--- src/rtl/axi_pkg.sv ---
// Shared definitions for the AXI read arbiter slice.
//   - AXI burst type codes
//   - arbiter FSM state encoding
//   - master index width (two masters -> one bit)
package axi_pkg;

    localparam logic [1:0] BURST_FIXED = 2'b00;
    localparam logic [1:0] BURST_INCR  = 2'b01;
    localparam logic [1:0] BURST_WRAP  = 2'b10;

    localparam int MIDX_W = 1;

    typedef enum logic [1:0] {
        ST_IDLE = 2'b00,
        ST_ADDR = 2'b01,
        ST_DATA = 2'b10
    } state_t;

endpackage

--- src/rtl/rr_arb2.sv ---
// Two-input round-robin pick, purely combinational.
//   req  : request vector, bit x = master x
//   prio : master that wins when both request
//   gnt  : one-hot winner, or zero when nobody requests
// The priority pointer itself is kept and updated by the parent.
module rr_arb2
    import axi_pkg::*;
(
    input  logic [1:0]        req,
    input  logic [MIDX_W-1:0] prio,
    output logic [1:0]        gnt
);

    always_comb begin
        gnt = req;
        if (req == 2'b11)
            gnt = prio ? 2'b10 : 2'b01;
    end

endmodule

--- src/rtl/axi_read_arbiter.sv ---
// Two-master / one-slave AXI read arbiter.
// One complete burst is granted at a time, round-robin between M0 and M1.
// The winning AR payload is registered and presented to the slave; R beats are
// passed through combinationally to the granted master until the RLAST beat.
// Ports:
//   ACLK, ARESET            clock, synchronous active-high reset
//   M0_*/M1_*               AR request and R response per master
//   S_*                     AR request and R response toward the slave
//   S_ARLOCK/CACHE/PROT     tied to zero
//   err                     sticky flag: RLAST did not line up with ARLEN
module axi_read_arbiter
    import axi_pkg::*;
#(
    parameter int BusWidth = 32,
    parameter int TagBits  = 4
) (
    input  logic                ACLK,
    input  logic                ARESET,
    // master 0
    input  logic [TagBits-1:0]  M0_ARID,
    input  logic [BusWidth-1:0] M0_ARADDR,
    input  logic [3:0]          M0_ARLEN,
    input  logic [1:0]          M0_ARSIZE,
    input  logic [1:0]          M0_ARBURST,
    input  logic                M0_ARVALID,
    output logic                M0_ARREADY,
    output logic [TagBits-1:0]  M0_RID,
    output logic [BusWidth-1:0] M0_RDATA,
    output logic [1:0]          M0_RRESP,
    output logic                M0_RLAST,
    output logic                M0_RVALID,
    input  logic                M0_RREADY,
    // master 1
    input  logic [TagBits-1:0]  M1_ARID,
    input  logic [BusWidth-1:0] M1_ARADDR,
    input  logic [3:0]          M1_ARLEN,
    input  logic [1:0]          M1_ARSIZE,
    input  logic [1:0]          M1_ARBURST,
    input  logic                M1_ARVALID,
    output logic                M1_ARREADY,
    output logic [TagBits-1:0]  M1_RID,
    output logic [BusWidth-1:0] M1_RDATA,
    output logic [1:0]          M1_RRESP,
    output logic                M1_RLAST,
    output logic                M1_RVALID,
    input  logic                M1_RREADY,
    // slave
    output logic [TagBits-1:0]  S_ARID,
    output logic [BusWidth-1:0] S_ARADDR,
    output logic [3:0]          S_ARLEN,
    output logic [1:0]          S_ARSIZE,
    output logic [1:0]          S_ARBURST,
    output logic                S_ARLOCK,
    output logic [3:0]          S_ARCACHE,
    output logic [2:0]          S_ARPROT,
    output logic                S_ARVALID,
    input  logic                S_ARREADY,
    input  logic [TagBits-1:0]  S_RID,
    input  logic [BusWidth-1:0] S_RDATA,
    input  logic [1:0]          S_RRESP,
    input  logic                S_RLAST,
    input  logic                S_RVALID,
    output logic                S_RREADY,
    output logic                err
);

    state_t              state;
    logic [MIDX_W-1:0]   grant;
    logic [MIDX_W-1:0]   prio;
    logic [1:0]          beats;
    logic [1:0]          len_q;
    logic [1:0]          gnt;
    logic                in_idle, in_data, r_hs;

    logic [TagBits-1:0]  win_id;
    logic [BusWidth-1:0] win_addr;
    logic [3:0]          win_len;
    logic [1:0]          win_size;
    logic [1:0]          win_burst;

    rr_arb2 u_arb (
        .req  ({M1_ARVALID, M0_ARVALID}),
        .prio (prio),
        .gnt  (gnt)
    );

    assign in_idle = (state == ST_IDLE);
    assign in_data = (state == ST_DATA);

    // ARREADY is held low during reset so a master cannot see a handshake
    // that the reset is about to discard.
    assign M0_ARREADY = in_idle & gnt[0] & ~ARESET;
    assign M1_ARREADY = in_idle & gnt[1] & ~ARESET;

    always_comb begin
        if (gnt[1]) begin
            win_id    = M1_ARID;
            win_addr  = M1_ARADDR;
            win_len   = M1_ARLEN;
            win_size  = M1_ARSIZE;
            win_burst = M1_ARBURST;
        end else begin
            win_id    = M0_ARID;
            win_addr  = M0_ARADDR;
            win_len   = M0_ARLEN;
            win_size  = M0_ARSIZE;
            win_burst = M0_ARBURST;
        end
    end

    assign S_ARVALID = (state == ST_ADDR);
    assign S_ARLOCK  = 1'b0;
    assign S_ARCACHE = 4'd0;
    assign S_ARPROT  = 3'd0;

    // R channel: payload fans out to both masters, only the handshake
    // signals are steered by grant. Outside DATA the slave sees no ready.
    assign S_RREADY  = in_data & (grant[0] ? M1_RREADY : M0_RREADY);
    assign M0_RVALID = in_data & S_RVALID & ~grant[0];
    assign M1_RVALID = in_data & S_RVALID &  grant[0];
    assign r_hs      = in_data & S_RVALID & S_RREADY;

    assign M0_RID   = S_RID;
    assign M0_RDATA = S_RDATA;
    assign M0_RRESP = S_RRESP;
    assign M0_RLAST = S_RLAST;
    assign M1_RID   = S_RID;
    assign M1_RDATA = S_RDATA;
    assign M1_RRESP = S_RRESP;
    assign M1_RLAST = S_RLAST;

    always_ff @(posedge ACLK) begin
        if (ARESET) begin
            state     <= ST_IDLE;
            grant     <= '0;
            prio      <= '0;
            beats     <= 2'd0;
            len_q     <= 2'd0;
            err       <= 1'b0;
            S_ARID    <= '0;
            S_ARADDR  <= '0;
            S_ARLEN   <= 4'd0;
            S_ARSIZE  <= 2'd0;
            S_ARBURST <= 2'd0;
        end else begin
            case (state)
                ST_IDLE: begin
                    if (|gnt) begin
                        S_ARID    <= win_id;
                        S_ARADDR  <= win_addr;
                        S_ARLEN   <= win_len;
                        S_ARSIZE  <= win_size;
                        S_ARBURST <= win_burst;
                        grant     <= gnt[1];
                        beats     <= 2'd0;
                        // slave caps bursts at 4 beats, upper length bits unused
                        len_q     <= win_len[1:0];
                        state     <= ST_ADDR;
                    end
                end
                ST_ADDR: begin
                    if (S_ARREADY)
                        state <= ST_DATA;
                end
                ST_DATA: begin
                    if (r_hs) begin
                        beats <= beats + 2'd1;
                        if (S_RLAST) begin
                            state <= ST_IDLE;
                            prio  <= ~grant;
                            if (beats != len_q)
                                err <= 1'b1;
                        end else if (beats == len_q) begin
                            // expected last beat arrived without RLAST
                            err <= 1'b1;
                        end
                    end
                end
                default: state <= ST_IDLE;
            endcase
        end
    end

endmodule

--- config.mk ---
export PLATFORM = sky130hd
export DESIGN_NAME = axi_read_arbiter
export DESIGN_NICKNAME = d
export VERILOG_FILES = /design/src/rtl/axi_pkg.sv /design/src/rtl/rr_arb2.sv /design/src/rtl/axi_read_arbiter.sv
export SDC_FILE = /design/constraint.sdc
export NUM_CORES = 1
export LEC_CHECK = 0
export CORE_AREA = 2 2 104 106
export DETAILED_ROUTE_END_ITERATION = 10
export DIE_AREA = 0 0 106 108
export DONT_BUFFER_PORTS = 1
export GPL_TIMING_DRIVEN = 0
export PLACE_DENSITY = 0.4
export SETUP_SLACK_MARGIN = 0.1
export SLEW_MARGIN = 20
export SYNTH_ARGS = -nofsm -noshare
export SYNTH_HDL_FRONTEND = slang
export SYNTH_HIERARCHICAL = 1
export SYNTH_SLANG_ARGS = --single-unit
--- constraint.sdc ---
create_clock -name ACLK -period 1.75 [get_ports ACLK]
set_input_delay 0.35 -clock ACLK [delete_from_list [all_inputs] [get_ports ACLK]]
set_output_delay 0.35 -clock ACLK [all_outputs]
set_load 0.02 [all_outputs]
# == Word-level counts from Yosys, hierarchy flattened ==
# Index checks and enable logic that the tools add are counted.
# totals
ff_bits,53
in_bits,135
output_inout_bits,137
wordCells,61
# op_classes
addsub,1
eq_ne,10
n_mux,19
bitwise,11
n_reduce_logical,9
# op_table
cell,count
$mux 32,1
$mux 2,10
$and 1x1->1,9
$mux 4,2
$ne 2x1->1 const B,4
$reduce_and 4->1,2
$pmux 2 s3,1
$reduce_and 3->1,2
$eq 2x2->1 const B,2
$mux 1,4
$pmux 2 s2,1
$reduce_bool 2->1,2
$add 2x1->2 const B,1
$eq 2x1->1 const B,1
$eq 2x2->1,1
$logic_not 2->1,1
$ne 2x2->1,1
$ne 2x2->1 const B,1
$not 1->1,2
$reduce_and 2->1,1
$reduce_or 2->1,1

# == Logic depth before layout (Yosys ltp) ==
# Gate-level depths: netlist (run 1).
# depth
word_depth,5
mapped_depth,8
depth_no_buf,5

# == Modules after synthesis ==
# Netlist (run 1), hierarchy kept.
# by_module_without_submodules
module,instances,cells_each,area_each_um2
axi_read_arbiter,1,328,2964.1
rr_arb2,1,3,18.8

# == Worst setup path after synthesis (run 1) ==
# No wires, ideal clock.
# synth_timing
path_kind,input-to-output
startpoint,in M1_ARVALID
endpoint,out M1_ARREADY
arrival_time_ns,1.253
required_ns,1.400
slack_ns,0.147
stages,4
cell_sequence,a21boi_1 -> buf_6 -> buf_2 -> and3_1
# synth_between
elab_chain_len,4
# synth_lines
element,line_no,text
from (decl),axi_read_arbiter.sv:39,"input logic M1_ARVALID,"
$eq 2x2->1,rr_arb2.sv:16,if (req == 2'b11)
$mux 2 (*),rr_arb2.sv:16,
$and 1x1->1 (*) (2 in series),axi_read_arbiter.sv:93,assign M1_ARREADY = in_idle & gnt[1] & ~ARESET;
to (decl),axi_read_arbiter.sv:40,"output logic M1_ARREADY,"
# Mark *: on every way between the ends. The rest lies on a longest branch, timed or not.

# == Worst setup path in the final report (run 1) ==
# layout_timing
startpoint,reg prio
endpoint,out M1_ARREADY
# layout_between
elab_chain_len,4
# layout_lines
element,line_no,text
from (decl),axi_read_arbiter.sv:69,logic [MIDX_W-1:0] prio;
from (signal assigned),axi_read_arbiter.sv:170,prio <= ~grant;
$mux 2,rr_arb2.sv:17,gnt = prio ? 2'b10 : 2'b01;
$mux 2,rr_arb2.sv:16,
net gnt[1],axi_read_arbiter.sv:72,logic [1:0] gnt;
$and 1x1->1 (2 in series),axi_read_arbiter.sv:93,
# The timed path passes the listed nets, and every way through them passes these cells.

==> out/qor.csv, run 1 <==
metric,value,unit
run_status,"finished, final reports clean",
finalCriticalPeriod,1.63,ns
hold_violations,0,
drv_slew,0,
mostFrequentLayoutCell,buf_4,
die_w,106,µm
synth-async-reset-ratio,0,%
ys_seq_elements,51,
drt-vias-per-instance,4.58,
hold_path.startpoint,S_RLAST,
synth_area_leader_cell,dfxtp_1,
htree_levels,2,
hold_ws,0.151,ns
hold_end,prio$_SDFFE_PP0P_,
floorplan.rows,37,
post-route-period-util,93.2,%
gp_congestion,0.711,
synth_edf_count,0,
setup_viol,0,
power,0.00310,W
portBuffers,0,
grt_use_total,12.3,%
max_stage_delay,0.36,ns
clock_latency,0.31,ns
grt_pass1_wl,10900,µm
die_h,108,µm
synthToLayoutAreaGrowth,14.5,%
hold_buffers,0,
critPathSlowestCell,dfxtp_2,
crit_path_end_kind,output port,
worst_r2r_path_depth,4,
post-dp-hpwl,6050,µm
synthFlopType,dfxtp_1,
holdCritPathClass,in2reg,
grt_max_degree,17,
wl_per_cell,15.8,µm
cts_max_path_buffers,2,
setup_tns,0,ns
drv_cap,0,
path_max_fanout,3,
synth.area.top_cells,"dfxtp_1 34%, buf_4 23%, mux2i_1 15%",
clock.fmax,613,MHz
fp.coreArea,10200,µm²
reg2reg_setup_slack,0.20,ns
initial_core_util,29.2,%
cp_data_arrival_time,1.28,ns
antenna_cells,0,
dr.pass1.iters,4,
path_cells,"inv_2, a21boi_2, buf_6, buf_12, and3_4",
synthesis.area,2980,µm²
r2r-start,state[0]$_SDFFE_PP0P_,
cts-root-buf,clkbuf_8,
cts_num_sinks,51,
p_per_area,909,nW/µm²
most-common-layout-cells,"95 x buf_4, 49 x dfxtp_1, 47 x nor2_1",
postSynthAreaPerCell,9.01,µm²
nets,485,
leakagePower,1.43,nW
cp.required,1.40,ns
ant_nets,0,
r2r-end,beats[0]$_SDFFE_PP0P_,
die_area,11400,µm²
whs_path_depth,1,
rsz0062_at_grt,yes,
synth_seq_area_share,34.2,%
io_pins,272,
drive_gt1_share,36.8,%
vias,2232,
fillers,1079,
cts_made_buffers,5,
first_global_vias,2075,
gr-total-overflow,0,
peakVddDrop,0.369,mV
yosys_warnings,6,
critPathKind,reg2out,
synth.top_cell.area_share,34.2,%
synthCells,331,
drcViolationCount,0,
synth.distinct_cells,31,
cts_tree,done,
finClkSkew,0.0172,ns
path_clk_slew,0.09,ns
drt_wl_total,7690,µm
drt_iter0_markers,26,
startpoint_type,flop,
antenna_found_initial,0,
## critical path, delay by kind of cell (launching register included)
kind                   cells  cell delay [ns]
DFF                        1             0.36
buffers and inverters      3             0.27
and+or+nand+nor            1             0.21
AOI/OAI and AO/OA          1             0.15
## how the worst max path moves through the flow
stage / startpoint / endpoint / slack, ns / depth (start not counted)
after floorplan: M1_ARVALID / M1_ARREADY / 0.15 / 4
after global placement: prio$_SDFFE_PP0P_ / M1_ARREADY / -0.05 / 5
after detailed placement: prio$_SDFFE_PP0P_ / M1_ARREADY / -0.06 / 5
after CTS: prio$_SDFFE_PP0P_ / M1_ARREADY / 0.02 / 5
after global routing: prio$_SDFFE_PP0P_ / M1_ARREADY / 0.05 / 5
final: prio$_SDFFE_PP0P_ / M1_ARREADY / 0.12 / 5
## what timing repair did
action	4_1_cts	5_1_grt
pin swaps	0	1
setup endpoints to repair	14	37
gates resized for setup	16	15
setup buffers	2	3
## synth_stat cells (3+ instances only)
master,count
a21oi_1,4
nand2_1,3
nor2_1,50
buf_6,3
a211oi_1,44
inv_1,5
mux2i_1,44
buf_4,91
dfxtp_1,51
clkbuf_1,6
buf_2,7
## flip-flops by register name, summed over array words and instances, names as in the netlist, 2 cells and up
| name | cells |
|---|---|
| S_ARADDR | 32 |
| S_ARID | 4 |
| S_ARLEN | 4 |
| S_ARBURST | 2 |
| S_ARSIZE | 2 |
| beats | 2 |
| state | 2 |
## final cells by class
type | instances | area (µm²) | share of cell area, %
buffer | 107 | 810 | 23.7
clock buffer | 6 | 82.6 | 2.42
inverter | 5 | 18.8 | 0.549
sequential | 51 | 1020 | 30.0
clock inverter | 2 | 16.3 | 0.476
multi-input combinational | 175 | 1250 | 36.7
timing repair buffer | 5 | 41.3 | 1.21
tap | 136 | 170 | 4.98
## per-layer routing
layer	share of wire, %	global-route usage [%]	vias to the layer above	wire length [µm]
li1	-	-	1085	-
met1	37	14.3	1001	2830
met2	51	21.7	142	3930
met3	12	4.46	4	889
met4	0.55	2.82	0	42
met5	0	0	-	0
## through the flow
step           util (%)  worst slack (ns)  cell area (µm²)  std cells
2_1_floorplan         -             0.147             3010        338
3_3_place_gp       31.1           -0.0512             3180        474
3_5_place_dp       31.1           -0.0603             3180        474
4_1_cts            32.8            0.0216             3350        484
5_1_grt            33.4            0.0471             3420        487
6_report           33.4             0.118             3420        487
## cell families (layout without fill, tap and decap cells)
kind of cell              after synthesis  count (layout)  share of synthesized area (%)
DFF                                    51              51                           34.2
buffers and inverters                 112             125                           26.6
xor gates and xnor gates                3               3                          0.881
muxes                                  45              45                           15.2
other                                   1               8                          0.126
and+or+nand+nor                        62              62                           8.77
AOI/OAI and AO/OA                      57              57                           14.2
## power by group
part | switching, W | internal, W | leakage [nW]
Sequential | 0.000255 | 0.00130 | 0.423
Combinational | 0.000461 | 0.000358 | 0.963
Clock | 0.000411 | 0.000324 | 0.0474
Power figures use the tool's default switching activity.
==> inputs of run 2 (changes only) <==
- GPL_TIMING_DRIVEN: 0 -> not set
==> out/qor.csv, run 2 (synthesized netlist as in run 1, its figures left out) <==
metric,value,unit
hold_buffers,0,
peakVddDrop,0.305,mV
hold_path.startpoint,ARESET,
path_delay_family,simple AND/OR/NAND/NOR gates,
vias,1870,
drt_wl_total,6980,µm
drive_gt1_share,14.2,%
drt_iter0_markers,86,
startpoint_type,flop,
post-route-period-util,91.8,%
grt_pass1_wl,9680,µm
drv_cap,0,
startpoint,state[0]$_SDFFE_PP0P_,
top_regs,"S_ARADDR x32, S_ARID x4, S_ARLEN x4",
die_h,108,µm
cts_tree,done,
fillers,1104,
tightest_slew,0.538,ns
cp.required,1.40,ns
clock_latency,0.30,ns
slew_headroom,64.1,%
mostFrequentLayoutCell,dfxtp_1,
dr.pass1.iters,4,
grt_use_total,10.9,%
gp_congestion,0.681,
critPathKind,reg2out,
ant_nets,0,
cts-root-buf,clkbuf_8,
grt_max_degree,64,
finClkSkew,0.00779,ns
wl_per_cell,17.9,µm
max_stage_delay,0.50,ns
hold_end,S_ARBURST[0]$_SDFFE_PP0P_,
first_global_vias,1817,
path_clk_slew,0.10,ns
cp_num_buf_inv,0,
largest_reg_flops,32,
antenna_cells,0,
cts_num_sinks,51,
drv_slew,0,
setup_tns,0,ns
cp_data_arrival_time,1.26,ns
path_max_fanout,5,
synthToLayoutAreaGrowth,-7.13,%
initial_core_util,29.2,%
setup_viol,0,
nets,387,
cts_made_buffers,5,
io_pins,272,
r2r-end,beats[1]$_SDFFE_PP0P_,
most-common-layout-cells,"48 x dfxtp_1, 47 x nor2_1, 44 x mux2i_1, 44 x a211oi_1",
rsz0062_at_grt,yes,
run_status,"finished, final reports clean",
htree_levels,2,
drcViolationCount,0,
fp.coreArea,10200,µm²
hold_violations,0,
gr-total-overflow,0,
hold_ws,0.108,ns
crit_path_end_kind,output port,
finalCriticalPeriod,1.61,ns
die_w,106,µm
drt-vias-per-instance,4.81,
holdCritPathClass,in2reg,
clock.fmax,623,MHz
die_area,11400,µm²
regMostFlops,S_ARADDR,
worst_r2r_path_depth,5,
floorplan.rows,37,
cts_max_path_buffers,2,
whs_path_depth,1,
path_cells,nor2b_1,
leakagePower,1.02,nW
post-dp-hpwl,4520,µm
r2r-start,state[0]$_SDFFE_PP0P_,
critPathSlowestCell,nor2b_1,
reg2reg_setup_slack,0.20,ns
p_per_area,1060,nW/µm²
portBuffers,0,
antenna_found_initial,0,
## run 2: cell types whose count changed in the layout (fill, tap and decap cells not counted), moves of 2 or more
cell / change
nor2_4: -2
buf_4: -87
nor2_2: +2
clkbuf_1: -5
buf_6: -6
buf_2: -3
## run 2: worst max-delay path by stage
stage | end | slack [ns] | cells past startpoint
after floorplan | M1_ARREADY | 0.15 | 4
after CTS | M0_RVALID | 0.02 | 2
after global placement | S_ARADDR[28]$_SDFFE_PP0P_ | 0.29 | 5
final | S_ARVALID | 0.14 | 1
after global routing | prio$_SDFFE_PP0P_ | 0.05 | 5
after detailed placement | S_ARADDR[19]$_SDFFE_PP0P_ | 0.23 | 5
## run 2: what timing repair did
item,in CTS,in global routing
pin swaps,1,1
hold endpoints to repair,0,0
buffers inserted,1,6
gates cloned,1,1
resized for setup,5,12
setup endpoints to repair,5,49
## run 2: metal layers
layer | part of all wire, % | vias to the layer above | GRT usage, %
met5 | 0 | - | 0
met4 | 1.6 | 0 | 4.14
met3 | 11 | 17 | 5.06
met2 | 50 | 112 | 18.8
met1 | 37 | 855 | 11.8
li1 | - | 886 | -
## run 2: cell type report
cell class              instances  area, µm²  area share, %
multi-input cells             175       1250           45.1
well taps                     136        170           6.14
clock inverters                 3       43.8           1.58
repair buffers                 14        191           6.91
clock buffers                   5       68.8           2.48
flip-flops and latches         51       1030           37.1
inverters                       5       18.8          0.678
## run 2: power by group
group	total (W)	switching (W)	internal, W
logic	0.000525	0.000285	0.000240
clock network	0.000853	0.000426	0.000427
registers	0.00155	0.000253	0.00129
total	0.00293	0.000965	0.00196
## run 2: worst register-to-register path: stages, from the launching register on
cell and delay, ns:
dfxtp_1 0.38, nand3b_1 0.27, buf_4 0.20, nor2_2 0.24, o22ai_1 0.11, a32o_1 0.26
## run 2: through the flow
stage,area [µm²],worst slack [ns],power [W],std cells,util (%)
global placement,2490,0.286,0.00202,372,24.3
floorplan,3010,0.147,0.00224,338,-
detailed placement,2490,0.235,0.00203,372,24.3
finish,2770,0.144,0.00293,389,27.1
global route,2770,0.0517,0.00310,389,27.1
CTS,2660,0.0214,0.00293,382,26.0
==> inputs of run 3 (changes only) <==
- SLEW_MARGIN: 20 -> not set
==> results of run 3 <==
Same layout as run 2: the final DEF is identical, and so are final timing and power.
